--- src/rtl/sm83_pkg.sv ---
// Shared types and constants for the SM83 bus-cycle / fetch unit.
package sm83_pkg;

  // Requested M-cycle type, presented by the sequencer.
  typedef enum logic [1:0] {
    BUS_IDLE  = 2'd0,
    BUS_FETCH = 2'd1,
    BUS_READ  = 2'd2,
    BUS_WRITE = 2'd3
  } bus_op_t;

  // T-state within one M-cycle.
  typedef enum logic [1:0] {
    T1 = 2'd0,
    T2 = 2'd1,
    T3 = 2'd2,
    T4 = 2'd3
  } t_state_t;

  localparam logic [7:0] NOP_OPCODE = 8'h00;
  localparam logic [7:0] CB_PREFIX  = 8'hCB;

endpackage

--- src/rtl/sm83_tcycle.sv ---
// Free-running T-state counter: T1 -> T2 -> T3 -> T4 -> T1, held in T1 during reset.
module sm83_tcycle
  import sm83_pkg::*;
(
  input  logic     i_clk,
  input  logic     i_rst_n,
  output t_state_t o_t_state,
  output logic     o_t1,
  output logic     o_t3,
  output logic     o_t4
);

  t_state_t r_state;
  t_state_t w_next;

  // State register; async clear returns the counter to T1.
  always_ff @(posedge i_clk or negedge i_rst_n) begin
    if (!i_rst_n) begin
      r_state <= T1;
    end else begin
      r_state <= w_next;
    end
  end

  // Next-state sequencing and one-hot strobes.
  always_comb begin
    w_next    = r_state;
    o_t_state = r_state;
    o_t1      = 1'b0;
    o_t3      = 1'b0;
    o_t4      = 1'b0;
    unique case (r_state)
      T1: begin
        w_next = T2;
        o_t1   = 1'b1;
      end
      T2: w_next = T3;
      T3: begin
        w_next = T4;
        o_t3   = 1'b1;
      end
      T4: begin
        w_next = T1;
        o_t4   = 1'b1;
      end
      default: w_next = T1;
    endcase
  end

endmodule

--- src/rtl/sm83_fetch.sv ---
// SM83 bus-cycle and instruction-fetch unit: T-state sequencing, memory bus, PC and IR.
// Optional feature macro: SM83_CB_PREFIX_EN (CB-prefix opcode pairing into one ir_valid).
// The M-cycle request is captured on the clock edge that ends T4, so it is stable for the
// whole following T1..T4. The first M-cycle after reset release is therefore always idle.
module sm83_fetch
  import sm83_pkg::*;
#(
  parameter logic [15:0] RESET_PC = 16'h0000
) (
  input  logic        i_clk,
  input  logic        i_rst_n,
  input  logic [1:0]  i_bus_op,
  input  logic [15:0] i_bus_addr,
  input  logic [7:0]  i_bus_wdata,
  input  logic        i_pc_load,
  input  logic [15:0] i_pc_load_val,
  output logic [15:0] o_pc,
  output logic [7:0]  o_ir,
  output logic        o_ir_cb,
  output logic [7:0]  o_rdata,
  output logic        o_mcycle_done,
  output logic        o_ir_valid,
  output logic [15:0] o_mem_addr,
  output logic        o_mem_rd,
  output logic        o_mem_wr,
  input  logic [7:0]  i_mem_din,
  output logic [7:0]  o_mem_dout
);

  t_state_t    w_t_state;
  logic        w_t1;
  logic        w_t3;
  logic        w_t4;

  bus_op_t     r_op;
  logic [15:0] r_addr;
  logic [7:0]  r_wdata;
  logic [15:0] r_pc;
  logic [7:0]  r_ir;
  logic [7:0]  r_rdata;

  bus_op_t     w_op_next;
  logic        w_pc_load_en;
  logic        w_opcode_done;

  sm83_tcycle u_tcycle (
    .i_clk     (i_clk),
    .i_rst_n   (i_rst_n),
    .o_t_state (w_t_state),
    .o_t1      (w_t1),
    .o_t3      (w_t3),
    .o_t4      (w_t4)
  );

`ifdef SM83_CB_PREFIX_EN
  logic r_cb_pending;
  logic r_prefix;
  logic r_ir_cb;

  // CB-prefix tracking: a CB byte arms the pending flag, which forces the next fetch.
  always_ff @(posedge i_clk or negedge i_rst_n) begin
    if (!i_rst_n) begin
      r_cb_pending <= 1'b0;
      r_prefix     <= 1'b0;
      r_ir_cb      <= 1'b0;
    end else begin
      if (w_t3 && (r_op == BUS_FETCH)) begin
        r_cb_pending <= !r_cb_pending && (i_mem_din == CB_PREFIX);
        r_ir_cb      <= r_cb_pending;
      end
      if (w_t4) begin
        r_prefix <= r_cb_pending;
      end
    end
  end

  assign w_op_next     = r_cb_pending ? BUS_FETCH : bus_op_t'(i_bus_op);
  assign w_pc_load_en  = i_pc_load && !r_prefix;
  assign w_opcode_done = !r_cb_pending;
  assign o_ir_cb       = r_ir_cb;
`else
  assign w_op_next     = bus_op_t'(i_bus_op);
  assign w_pc_load_en  = i_pc_load;
  assign w_opcode_done = 1'b1;
  assign o_ir_cb       = 1'b0;
`endif

  // M-cycle request latch, loaded on the edge that ends T4.
  always_ff @(posedge i_clk or negedge i_rst_n) begin
    if (!i_rst_n) begin
      r_op    <= BUS_IDLE;
      r_addr  <= 16'h0000;
      r_wdata <= 8'h00;
    end else if (w_t4) begin
      r_op    <= w_op_next;
      r_addr  <= i_bus_addr;
      r_wdata <= i_bus_wdata;
    end
  end

  // PC, IR and read data: capture at end of T3, PC load at end of T4 overrides increment.
  always_ff @(posedge i_clk or negedge i_rst_n) begin
    if (!i_rst_n) begin
      r_pc    <= RESET_PC;
      r_ir    <= NOP_OPCODE;
      r_rdata <= 8'h00;
    end else begin
      if (w_t3) begin
        if (r_op == BUS_FETCH) begin
          r_ir <= i_mem_din;
          r_pc <= r_pc + 16'd1;
        end else if (r_op == BUS_READ) begin
          r_rdata <= i_mem_din;
        end
      end
      if (w_t4 && w_pc_load_en) begin
        r_pc <= i_pc_load_val;
      end
    end
  end

  // Bus strobes, address and write data decoded from the latched M-cycle type.
  always_comb begin
    o_mem_rd   = 1'b0;
    o_mem_wr   = 1'b0;
    o_mem_addr = r_pc;
    o_mem_dout = 8'h00;
    unique case (r_op)
      BUS_FETCH: begin
        o_mem_rd = (w_t_state != T4);
      end
      BUS_READ: begin
        o_mem_rd   = (w_t_state != T4);
        o_mem_addr = r_addr;
      end
      BUS_WRITE: begin
        o_mem_addr = r_addr;
        o_mem_dout = r_wdata;
        o_mem_wr   = !w_t1 && !w_t4;
      end
      default: begin
        o_mem_rd = 1'b0;
      end
    endcase
  end

  assign o_pc          = r_pc;
  assign o_ir          = r_ir;
  assign o_rdata       = r_rdata;
  assign o_mcycle_done = w_t4;
  assign o_ir_valid    = w_t4 && (r_op == BUS_FETCH) && w_opcode_done;

endmodule

--- config.mk ---
export PLATFORM = sky130hd
export DESIGN_NAME = sm83_fetch
export DESIGN_NICKNAME = d
export VERILOG_FILES = /design/src/rtl/sm83_pkg.sv /design/src/rtl/sm83_tcycle.sv /design/src/rtl/sm83_fetch.sv
export SDC_FILE = /design/constraint.sdc
export NUM_CORES = 1
export LEC_CHECK = 0
export BUFFER_PORTS_ARGS = -buffer_cell sky130_fd_sc_hd__buf_2
export CAP_MARGIN = 25
export CORE_MARGIN = 2
export CORE_UTILIZATION = 44
export CTS_CLUSTER_SIZE = 40
export DETAILED_ROUTE_END_ITERATION = 12
export PLACE_DENSITY = 0.77
export SYNTH_ARGS = -nofsm -noshare
export SYNTH_HDL_FRONTEND = slang
export SYNTH_SLANG_ARGS = --single-unit
--- constraint.sdc ---
create_clock -name i_clk -period 1.9 [get_ports i_clk]
set_input_delay 0.38 -clock i_clk [delete_from_list [all_inputs] [get_ports i_clk]]
set_output_delay 0.38 -clock i_clk [all_outputs]
set_load 0.03 [all_outputs]
==> results.md, run 1 <==
Synthesis:
- The biggest area contributor in the post-synthesis netlist is sky130_fd_sc_hd__dfrtp_1.
- The number of instances in the synthesized netlist is approximately 240.
- The async set-or-reset flop fraction in the synthesized netlist is 100%.
- The sequential cell area fraction in the yosys report is a little over half.
- Yosys attributes the largest share of cell area to sky130_fd_sc_hd__dfrtp_1 (53%), sky130_fd_sc_hd__mux2_2 (22%), sky130_fd_sc_hd__ha_1 (3.5%).
- After synthesis the cells add up to between 0.002 and 0.003 mm^2.
- Synthesis produced a netlist with a net count of around 300.
- The unique cell type count in the Yosys netlist is 26.
- In this run the mean area of a mapped cell was approximately 12 um^2.
- Counting flops and latches in the post-synthesis netlist gives 60.
- The main flop type after synthesis is sky130_fd_sc_hd__dfrtp_1.
- The fraction of post-synthesis cell area in the top cell type by area is roughly 53%.
- Yosys mapped a number of flops with a built-in enable equal to 0.
- The number of warning messages in the yosys log is 0.

Layout:
- The post-route netlist has between 50% and 60% of its cells at a drive strength greater than 1.
- The cell area after layout is about 0.0042 mm^2.
- The area growth from synthesis to layout is 47.0%.
- The utilization after layout is roughly 66%.
- The repair_antennas step left the layout with diodes totalling 0.
- The filler cell count in the final layout is between 400 and 500.
- The non-filler instance count after layout is approximately 460.
- The net count of the finished layout is about 440.

Timing:
- The part of the cycle the worst path needs is 113%.
- Setup total negative slack on the finished layout was measured at -4.25 ns.
- Setup repair after global routing could not meet its margin everywhere.
- Clock skew on the completed layout was measured at around 0.0059 ns.
- Subtracting the final worst setup slack from the clock period gives between 2 and 2.5 ns.
- The smallest setup slack after layout is -0.239 ns.
- The timing-limited maximum frequency is 467 MHz.
- The count of final hold-check violations is 0.
- The number of failing setup endpoints in the final timing report is 29.
- The count of final max-slew check failures is 0.
- Hold is met by 0.263 ns.

Route:
- After detailed routing, the number of remaining DRC violations is 0.
- After detailed routing, the number of vias per cell comes to ~5.0.
- After detailed routing, the average wire length per cell comes to 15.4 um.
- The total number of vias is roughly 2300.
- The first detailed-routing pass took 4 iterations.
- The count of nets left with antenna violations after detail routing is 0.
- Summed over all layers, the routed wires come to 7.11 mm.
- After the first detailed-routing iteration, the DRC count stood at 84.

Placement:
- The worst setup slack after placement is -0.00952 ns.
- In this run the cell area measured after placement is between 0.003 and 0.004 mm^2.
- The estimated wirelength of the detail-placed design is about 5.1 mm.
- In this run, placement finished with an instance count of 440.
- The routability congestion estimate is between 0.7 and 0.8.
- The count of buffers added on input and output ports is approximately 110.

Clock network:
- For the worst-skew pair, the clock arrives at the later sink with an insertion delay of between 0.3 and 0.4 ns.
- The clock passes through at most 2 buffers.
- The TritonCTS clock tree is done.
- The number of buffers added by the clock tree synthesis step is 9.
- Clock tree synthesis selected as its root buffer the cell sky130_fd_sc_hd__clkbuf_8.
- The H-tree was split into 3 levels.
- The clock net in this run drives a total of 60 sinks.
- After clock tree synthesis, the clock-pin slew on the worst setup and hold paths is ~0.080 ns.

Floorplanning:
- The number of placed I/O pins is around 110.
- The floorplan step set the die width to between 80 and 90 um.
- In this run the vertical extent of the chip is about 84 um.
- The floorplan step defined a die boundary enclosing 0.00713 mm^2.
- In this run the core area contains 29 standard-cell rows.
- The core footprint is 0.00631 mm^2.
- The initial cell density of the core is a little under half.

Power:
- The power density of the placed cells is around 820 mW/mm^2.
- The analysis attributes to cell leakage a power of ~2.0 nW.
- The peak supply drop is between 500 and 600 uV.
- The total power is around 3.4 mW.

GRT:
- The number of global-route vias before repair came to between 2000 and 2500.
- The initial antenna violation count is 0.
- The maximum number of pins on one net before global-route repair is 27.
- The first global-routing pass estimated 11.2 mm of wire.
- Summed over all layers, the global routing overflow is 0.
- Global routing used about a fifth of the available tracks.

Hold path:
- The class of the tightest hold or removal check is primary input to flop.
- The startpoint identified for the worst hold timing path is i_bus_addr[14].

Job:
- The max-cap violation count is 0.

Outcome:
- The flow ran to the end, but the final reports show violations.
- The final reports fail on setup timing.

Critical path:
- The kind of critical path is flop to output pin.
- The launch point of the worst reg-to-reg path is r_op[1].
- The top fanout value on the critical path is 7.
- STA puts the critical path data arrival time at about 1.8 ns.
- The launching element type of the critical path is a flop.
- STA classifies the critical path endpoint as an output pin.
- The data required time at the worst endpoint is about 1.5 ns.
- The origin of the worst setup path is r_op[0].
[repair_timing]
| action | 4_1_cts | 5_1_grt |
|---|---|---|
| setup endpoints to repair | 18 | 29 |
| pin swaps | 9 | 7 |
| resized for setup | 78 | 11 |
| buffers inserted | 3 | 2 |
| hold buffers | 1 | 0 |
| hold endpoints to repair | 13 | 0 |
[cells in the mapped netlist (4+ instances only)]
master,instances
sky130_fd_sc_hd__nand2_1,7
sky130_fd_sc_hd__nand3_1,5
sky130_fd_sc_hd__ha_1,8
sky130_fd_sc_hd__a21oi_1,14
sky130_fd_sc_hd__buf_1,6
sky130_fd_sc_hd__and2_1,10
sky130_fd_sc_hd__o21ai_0,4
sky130_fd_sc_hd__nor2_1,21
sky130_fd_sc_hd__nor3_1,5
sky130_fd_sc_hd__dfrtp_1,60
sky130_fd_sc_hd__mux2_2,56
sky130_fd_sc_hd__xnor2_1,11
sky130_fd_sc_hd__inv_1,8
[cell usage in the layout, fill, tap and decap left out, drive strengths merged, types with 5 or more instances in the layout]
cell type and instances:
buf 140, dfrtp 60, mux2 56, nor2 21, a21oi 14, xnor2 11
and2 10, clkbuf 9, inv 9, ha 8, nand2 7, nand3 5
nor3 5, nand4 5
[state kept, by name (all words and copies together) (netlist names)]
signal	count
o_ir	8
r_wdata	8
u_tcycle.o_t_state	2
r_addr	16
o_rdata	8
o_pc	16
r_op	2
[critical path, stage by stage (launching register included)]
cell and delay (ns):
sky130_fd_sc_hd__dfrtp_1 0.40, sky130_fd_sc_hd__inv_2 0.08, sky130_fd_sc_hd__ha_4 0.16, sky130_fd_sc_hd__nor2_4 0.16
sky130_fd_sc_hd__buf_8 0.17, sky130_fd_sc_hd__mux2_4 0.31, sky130_fd_sc_hd__buf_6 0.14
[power breakdown]
part | switching [mW] | leakage (nW) | internal (mW) | total, mW
logic | 0.521 | 1.20 | 0.400 | 0.921
registers | 0.0800 | 0.690 | 1.39 | 1.47
clock network | 0.553 | 0.0779 | 0.475 | 1.03
[layer usage]
layer | track usage [%] | share of wire (%) | vias to the layer above
met5 | 0 | 0 | -
met4 | 3.90 | 0.75 | 0
met3 | 6.88 | 6.7 | 5
met2 | 34.5 | 50 | 75
met1 | 24.4 | 43 | 1102
li1 | - | - | 1114
[final cells by class]
type | instances | area, um^2 | area share [%]
clock buffer | 9 | 124 | 2.96
clock inverter | 7 | 52.6 | 1.25
inverter | 8 | 32.5 | 0.777
multi-input combinational | 160 | 1400 | 33.5
sequential | 60 | 1500 | 35.9
tap | 77 | 96.3 | 2.30
timing repair buffer | 141 | 977 | 23.3
[final timing paths]
path / slack (ns) / to / depth (start not counted)
setup reg to reg: -0.21 / o_pc[15] / 8
hold / removal: 0.26 / r_addr[14] / 2
min in group asynchronous: 0.46 / r_wdata[3] / 2
setup / recovery: -0.24 / o_mem_addr[1] / 6
max in group asynchronous: 0.86 / r_addr[12] / 3
hold reg to reg: 0.50 / r_wdata[4] / 1
[logic make-up (layout without fill, tap and decap cells)]
family | count (synthesis) | in the layout | synth area share [%]
other | 1 | 1 | 0.132
muxes | 57 | 57 | 22.5
DFF | 60 | 60 | 52.7
xor gates and xnor gates | 13 | 13 | 4.00
buffers and inverters | 18 | 165 | 2.55
AOI/OAI and AO/OA | 20 | 20 | 3.60
adders and majority gates | 8 | 8 | 3.51
and+or+nand+nor | 61 | 61 | 11.0
(Power assumes the default switching activity.)
==> inputs of run 2 (changes only) <==
--- a/config.mk
+++ b/config.mk
@@ -8,10 +8,11 @@
 export BUFFER_PORTS_ARGS = -buffer_cell sky130_fd_sc_hd__buf_2
 export CAP_MARGIN = 25
 export CORE_MARGIN = 2
-export CORE_UTILIZATION = 44
+export CORE_UTILIZATION = 45
+export CTS_BUF_LIST = sky130_fd_sc_hd__clkbuf_4 sky130_fd_sc_hd__clkbuf_8
 export CTS_CLUSTER_SIZE = 40
 export DETAILED_ROUTE_END_ITERATION = 12
-export PLACE_DENSITY = 0.77
+export PLACE_DENSITY = 0.78
 export SYNTH_ARGS = -nofsm -noshare
 export SYNTH_HDL_FRONTEND = slang
 export SYNTH_SLANG_ARGS = --single-unit
==> results.md, run 2 (synthesis results as in run 1) <==
Timing:
- Timing would allow up to about 470 MHz.
- In the post-route analysis, the smallest setup slack over all paths is -0.224 ns.
- Setup repair after global routing could not meet its margin everywhere.
- The count of final hold-check violations is 0.
- Hold is met by 0.0577 ns.
- The count of final max-slew check failures was 0.
- The part of the cycle the worst path needs is 112%.
- The total negative setup slack is -3.98 ns.
- The final critical path time including I/O delays and setup is approximately 2.1 ns.
- The number of failing setup endpoints in the final timing report is 20.
- Between clock sinks in the finished design, the worst skew comes to around 0.0075 ns.

Clock network:
- Counting the buffers created by CTS gives 9.
- The H-tree depth is 3.
- The later pin in the worst-skew pair is clocked with a latency of approximately 0.33 ns.
- The TritonCTS clock tree is done.
- The CTS root buffer is sky130_fd_sc_hd__clkbuf_8.
- After clock tree synthesis, the clock-pin slew on the worst setup and hold paths is roughly 0.06 ns.
- The maximum buffer depth of the clock tree is 2.
- The number of sinks handled by clock tree synthesis is 60.

Floorplanning:
- The die covers 0.00698 mm^2.
- After floorplanning, the core was sized to cover between 0.006 and 0.007 mm^2.
- The horizontal extent of the die is around 84 um.
- The initial cell density of the core is 47.3%.
- The number of placed I/O pins is ~110.
- The y dimension of the die is about 84 um.
- The number of placement rows is 28.

Route:
- The residual DRC count is 0.
- The average wire per standard cell is between 15 and 20 um.
- The count of nets left with antenna violations after detail routing is 0.
- The number of detailed-routing iterations run before antenna repair is 4.
- The number of DRC markers in iteration 0 is 52.
- The wire length after detailed routing is roughly 7.1 mm.
- Dividing the detail-routed via count by the number of cells gives 5.14.
- The total number of vias is 2347.

Critical path:
- The launch point of the worst reg-to-reg path is r_op[1].
- Data on the critical path is required at its endpoint by approximately 1.5 ns.
- Data arrives at the worst endpoint at approximately 1.7 ns.
- Of all nets on the critical path, the largest fanout is 6.
- The worst setup path is captured at an output pin.
- The cell depth of the worst flop-to-flop path is 8.
- The worst reg-to-reg setup slack is -0.17 ns.
- The worst setup path is launched from a flop.
- The setup path with the least slack is of type flop to output pin.
- The endpoint identified for the worst register-to-register timing path is o_pc[15].

Layout:
- At the end of the flow, the number of nets in the layout was 438.
- 0 antenna diodes ended up in the layout.
- Relative to the synthesized area, the layout overhead comes to 46.6%.
- The fraction of layout instances using a drive strength above 1 is between 60% and 70%.
- The library cell used most frequently in the layout, excluding fill and tap cells, is sky130_fd_sc_hd__buf_2.
- The top cell types in the final layout, fill and taps aside, are sky130_fd_sc_hd__buf_2 (94), sky130_fd_sc_hd__dfrtp_1 (58), sky130_fd_sc_hd__mux2_2 (40), sky130_fd_sc_hd__buf_6 (23).
- Counting the fill cells in the layout gives between 400 and 500.

GRT:
- The number of global-route vias before repair was approximately 2400.
- The total congestion overflow after global routing is 0.
- The wire length of the first global-routing pass is 12.0 mm.
- Global routing consumed, over all layers together, 21.6% of the routing resources.
- The maximum number of pins on one net before global-route repair is 61.
- The initial antenna violation count was 0.

Outcome:
- The flow ran to the end, but the final reports show violations.
- The final reports fail on setup timing.

Placement:
- The congestion estimate from routability-driven global placement came to 0.768.
- In this run the tool buffered the top-level ports with 112 buffer cells.
- Summed over all nets, the half-perimeter wirelength after detailed placement is between 4 and 5 mm.

Power:
- Across the VDD grid, the largest voltage drop is between 600 and 700 uV.
- After layout, the design draws a total of 3.42 mW.
- The power density of the placed cells is a little over 800 mW/mm^2.
- For this design the static power due to leakage is around 2.0 nW.

Hold path:
- The class of the tightest hold or removal check is primary input to async pin.

Job:
- The max-cap violation count is 0.
## run 2: how the worst max path moves through the flow
stage                       start              to  slack, ns  cells past startpoint
final                     r_op[0]   o_mem_addr[9]      -0.22                      6
after CTS                 r_op[1]  o_mem_addr[14]      -0.29                      6
after global placement    r_op[1]        o_pc[15]       0.03                      6
after detailed placement  r_op[1]        o_pc[13]      -0.05                      6
after global routing      r_op[0]   o_mem_addr[9]      -0.29                      6
after floorplan           r_op[0]  o_mem_addr[10]     -0.005                      5
## run 2: timing repair
item                       4_1_cts  5_1_grt
gates cloned                     1        0
setup buffers                    5        3
setup endpoints to repair       20       26
hold buffers                     0        0
resized for setup               69       16
pin swaps                        5       12
## run 2: area by class of cell
cell class	instances	area (um^2)	area share, %
repair buffers	138	907	21.7
multi-input cells	160	1460	34.9
flip-flops and latches	60	1500	36.0
well taps	75	93.8	2.25
clock inverters	2	10.0	0.240
inverters	8	35.0	0.839
clock buffers	14	168	4.01
## run 2: metal layers
metal	GRT usage [%]	wire (um)	vias up
met1	27.0	2950	1144
met4	5.72	79	0
met5	0	0	-
met2	36.1	3560	93
li1	-	-	1103
met3	7.12	509	7
## run 2: where the power goes
part | internal [mW] | total (mW) | leakage (nW) | switching, mW
clock network | 0.564 | 1.02 | 0.0981 | 0.458
logic | 0.397 | 0.928 | 1.23 | 0.531
registers | 1.39 | 1.47 | 0.689 | 0.0782
## run 2: through the flow
stage	setup WS, ns	utilization, %	std cells	area, um^2
floorplan	-0.00488	-	238	2860
global placement	0.0265	60.8	436	3670
detailed placement	-0.0522	60.8	436	3670
CTS	-0.289	68.8	457	4150
global route	-0.294	69.3	457	4180
finish	-0.224	69.3	457	4180
## run 2: worst max-delay path: stages, from the launching register on
cell	delay [ns]
sky130_fd_sc_hd__dfrtp_2	0.42
sky130_fd_sc_hd__inv_4	0.06
sky130_fd_sc_hd__ha_4	0.16
sky130_fd_sc_hd__nor2_4	0.14
sky130_fd_sc_hd__buf_6	0.17
sky130_fd_sc_hd__mux2_4	0.32
sky130_fd_sc_hd__buf_6	0.14
==> inputs of run 3 (changes only) <==
--- a/config.mk
+++ b/config.mk
@@ -5,14 +5,15 @@
 export SDC_FILE = /design/constraint.sdc
 export NUM_CORES = 1
 export LEC_CHECK = 0
-export BUFFER_PORTS_ARGS = -buffer_cell sky130_fd_sc_hd__buf_2
 export CAP_MARGIN = 25
 export CORE_MARGIN = 2
-export CORE_UTILIZATION = 45
+export CORE_UTILIZATION = 55
 export CTS_BUF_LIST = sky130_fd_sc_hd__clkbuf_4 sky130_fd_sc_hd__clkbuf_8
 export CTS_CLUSTER_SIZE = 40
 export DETAILED_ROUTE_END_ITERATION = 12
-export PLACE_DENSITY = 0.78
+export DONT_BUFFER_PORTS = 1
+export PLACE_DENSITY = 0.73
 export SYNTH_ARGS = -nofsm -noshare
 export SYNTH_HDL_FRONTEND = slang
+export SYNTH_HIERARCHICAL = 1
 export SYNTH_SLANG_ARGS = --single-unit
==> results.md, run 3 <==
Outcome:
- The run finished, with violations left.
- The checks that failed: setup timing.

Critical path:
- In this run the critical register-to-register path is launched from r_op[1].
- The worst reg-to-reg setup slack is between 0.1 and 0.15 ns.
- STA puts the critical path data required time at between 1.5 and 2 ns.
- STA classifies the critical path endpoint as an output pin.
- STA classifies the critical path startpoint as a flop.
- The kind of critical path is flop to output pin.
- The cell depth of the worst flop-to-flop path is 6.
- Data arrives at the worst endpoint at roughly 1.7 ns.
- The endpoint identified for the worst register-to-register timing path is o_pc[12].
- The top fanout value on the critical path is 8.

Route:
- The detailed-route vias per instance is roughly 5.5.
- In this run, the number of DRC markers left after iteration 0 of detailed routing was 92.
- The total number of vias is roughly 1900.
- The routed length on met1 is 2.56 mm.
- In the detailed route, the total length drawn on met2 is between 3 and 4 mm.
- The sum of met3 wire segment lengths after detailed routing is ~430 um.
- Dividing the detail-routed wire length by the instance count gives approximately 19 um.
- Once detail routing completed, the nets flagged for antenna violations numbered 0.
- The wire length after detailed routing is ~6.4 mm.
- The pre-antenna-repair detailed-routing pass consisted of 4 iterations.
- The residual DRC count is 0.
- The top metal layer carrying routed signals is met4.

Timing:
- The timing-limited maximum frequency is 490 MHz.
- Setup repair after global routing could not meet its margin everywhere.
- The count of final hold-check violations came to 0.
- The worst slack on hold paths is between 0.15 and 0.2 ns.
- The count of final max-slew check failures is 0.
- Between clock sinks in the finished design, the worst skew comes to a little over 0.007 ns.
- The worst path in the final design needs a cycle of 2.04 ns, including I/O delays and setup.
- The total negative setup slack is -2.13 ns.
- The number of failing setup endpoints in the final timing report is 16.
- The final critical path takes up 107% of the cycle.
- After layout, the worst setup slack is -0.142 ns.

Layout:
- The utilization after layout is between 60 and 70%.
- The net count of the finished layout is ~330.
- The number of antenna diodes in the final layout is 0.
- The area growth from synthesis to layout is 23.2%.
- In the layout the commonest cells are sky130_fd_sc_hd__dfrtp_1 (60), sky130_fd_sc_hd__mux2_2 (40), sky130_fd_sc_hd__buf_4 (25), sky130_fd_sc_hd__nor2_1 (21), sky130_fd_sc_hd__mux2_4 (16).
- The fraction of layout instances using a drive strength above 1 is between 40 and 50%.
- The cell area after layout is roughly 0.0035 mm^2.
- Excluding fillers, the count of instances in the completed layout stands at 340.
- The commonest non-fill, non-tap cell in the layout is sky130_fd_sc_hd__dfrtp_1.

Clock network:
- The clock latency reported for the late side of the worst-skew pair is about 0.34 ns.
- The clock input transition at the sequential cells of the worst setup and hold paths is roughly 0.07 ns.
- No sink is reached through more buffers than the 2 on the longest clock path.
- The number of sinks handled by clock tree synthesis is 60.
- TritonCTS built the clock tree.
- The H-tree was split into 3 levels.
- The number of clock buffers added by TritonCTS is 9.
- The CTS root buffer is sky130_fd_sc_hd__clkbuf_8.

Synthesis:
- Ranked by total cell area, the synthesized netlist is headed by sky130_fd_sc_hd__dfrtp_1 (52%), sky130_fd_sc_hd__mux2_2 (22%), sky130_fd_sc_hd__xnor2_1 (3.7%).
- By area, the combinational part of the netlist is dominated by multiplexers.
- The number of warning messages in the yosys log is 6.
- In the synthesized netlist the async set-or-reset flop fraction comes to between 90% and 100%.
- The simple logic cell fraction of the synthesized area is 11.5%.
- The synthesized netlist devotes roughly 4.0% of its cell area to compound gates.
- The average footprint of a synthesized cell is 12.2 um^2.
- The number of register bits inferred by synthesis is 60.
- The synthesized netlist occupies a cell area of approximately 0.0029 mm^2.
- The fraction of post-synthesis cell area in the top cell type by area is 52.4%.
- Yosys mapped a number of flops with a built-in enable equal to 0.
- Ranked by instance count, the synthesized netlist is headed by sky130_fd_sc_hd__dfrtp_1 (60), sky130_fd_sc_hd__mux2_2 (56), sky130_fd_sc_hd__nor2_1 (21).
- The dominant cell type by area after synthesis is sky130_fd_sc_hd__dfrtp_1.
- The unique cell type count in the Yosys netlist is 31.
- When the netlist entered floorplanning its net count stood at slightly below 300.
- The post-synthesis mux area share is 22.4%.
- The number of instances in the synthesized netlist is 234.
- The synthesized-area fraction occupied by adder cells is roughly 3%.
- After Yosys synthesis, XOR and XNOR cells account for approximately 4.0% of the synthesized area.
- The most common cell in the synthesized netlist is sky130_fd_sc_hd__dfrtp_1.
- The most used flip-flop cell after synthesis is sky130_fd_sc_hd__dfrtp_1.
- The sequential cell area fraction in the yosys report is 52.4%.

Hold path:
- The path with the worst hold slack has its endpoint at r_op[0].
- The worst min-delay path startpoint is i_bus_op[0].
- The class of the tightest hold or removal check is primary input to flop.
- The worst hold path passes through 2 cells.

Power:
- The power density of the placed cells is between 1000 and 1500 mW/mm^2.
- VDD sags by at most a little under 700 uV.
- For this design the static power due to leakage is around 1.6 nW.

GRT:
- Global routing used roughly a quarter of the available tracks.
- The total congestion overflow after global routing is 0.
- The wire length of the first global-routing pass is 10.4 mm.
- The maximum number of pins on one net before global-route repair is 61.
- The initial antenna violation count is 0.
- The number of global-route vias before repair is between 2000 and 2500.

Floorplanning:
- Pin placement for this block handled 114 I/O pins.
- The number of placement rows is 26.
- The core footprint is 0.00507 mm^2.
- Measured along the x axis, the die boundary spans ~76 um.
- In this run the vertical extent of the chip is ~76 um.
- The total die area is just under 0.006 mm^2.
- The initial cell density of the core is 56.4%.

Placement:
- In this run the cell area measured after placement is roughly 0.0031 mm^2.
- The routability congestion estimate is ~0.77.
- In this run, placement finished with an instance count of 319.
- Detailed placement ended at an HPWL of ~4.4 mm.
- Buffers placed on the I/O ports in this run total 0.

Job:
- The max-cap violation count is 0.
## run 3: changes by cell type after synthesis, sizes merged, moves of 2 or more
cell	change
or3	-2
or4	-2
o21ai	-2
a31o	+2
nor3	-2
## run 3: worst max path at each step
stage                     end  depth (start not counted)  slack (ns)                   from
5_1_grt        o_mem_addr[13]                          5       -0.22                r_op[0]
2_1_floorplan  o_mem_addr[10]                          5     -0.0006                r_op[0]
3_5_place_dp   o_mem_addr[13]                          5        0.08                r_op[0]
4_1_cts        o_mem_addr[13]                          4       -0.15                r_op[1]
6_report       o_mem_addr[10]                          4       -0.14                r_op[1]
3_3_place_gp         o_pc[11]                          6        0.14  u_tcycle/o_t_state[0]
## run 3: logic make-up (layout without fill, tap and decap cells)
| family | count (synthesis) | in the layout |
|---|---|---|
| DFF | 60 | 60 |
| muxes | 57 | 57 |
| and+or+nand+nor | 57 | 57 |
| AOI/OAI and AO/OA | 21 | 21 |
| buffers and inverters | 18 | 54 |
| xor gates and xnor gates | 13 | 13 |
| adders and majority gates | 7 | 7 |
| other | 1 | 1 |
## run 3: worst max-delay path, stage by stage, from the launching register on
cell	delay, ns
sky130_fd_sc_hd__dfrtp_1	0.44
sky130_fd_sc_hd__ha_2	0.22
sky130_fd_sc_hd__nor2_4	0.14
sky130_fd_sc_hd__buf_12	0.16
sky130_fd_sc_hd__mux2_4	0.36
## run 3: stage by stage
stage                     power (mW)  worst slack, ns
after floorplan                 2.01        -0.000557
after global placement          2.13            0.137
after detailed placement        2.15           0.0826
after CTS                       3.62           -0.151
after global routing            3.74           -0.215
final                           3.59           -0.142
## run 3: what timing repair did
item / CTS / global route
hold buffers: 2 / 0
gates resized for setup: 19 / 11
endpoints found under the hold margin: 60 / 0
pin swaps: 2 / 4
setup endpoints to repair: 16 / 23
setup buffers: 1 / 2
## run 3: per-layer routing
layer	GRT usage [%]	up-vias
met5	0	-
met2	38.3	72
met4	10.4	0
li1	-	876
met3	8.29	11
met1	27.8	922
## run 3: power by group
group          internal, mW  total [mW]  switching [mW]
logic                 0.246       0.584           0.338
clock network         0.888        1.40           0.508
registers              1.39        1.61           0.221
## run 3: cell type report
class                      count  area, um^2
fill                         377        1550
sequential                    60        1500
multi-input combinational    156        1400
timing repair buffer          29         265
clock buffer                  10         131
clock inverter                 6         113
tap                           70        87.6
inverter                       9        33.8
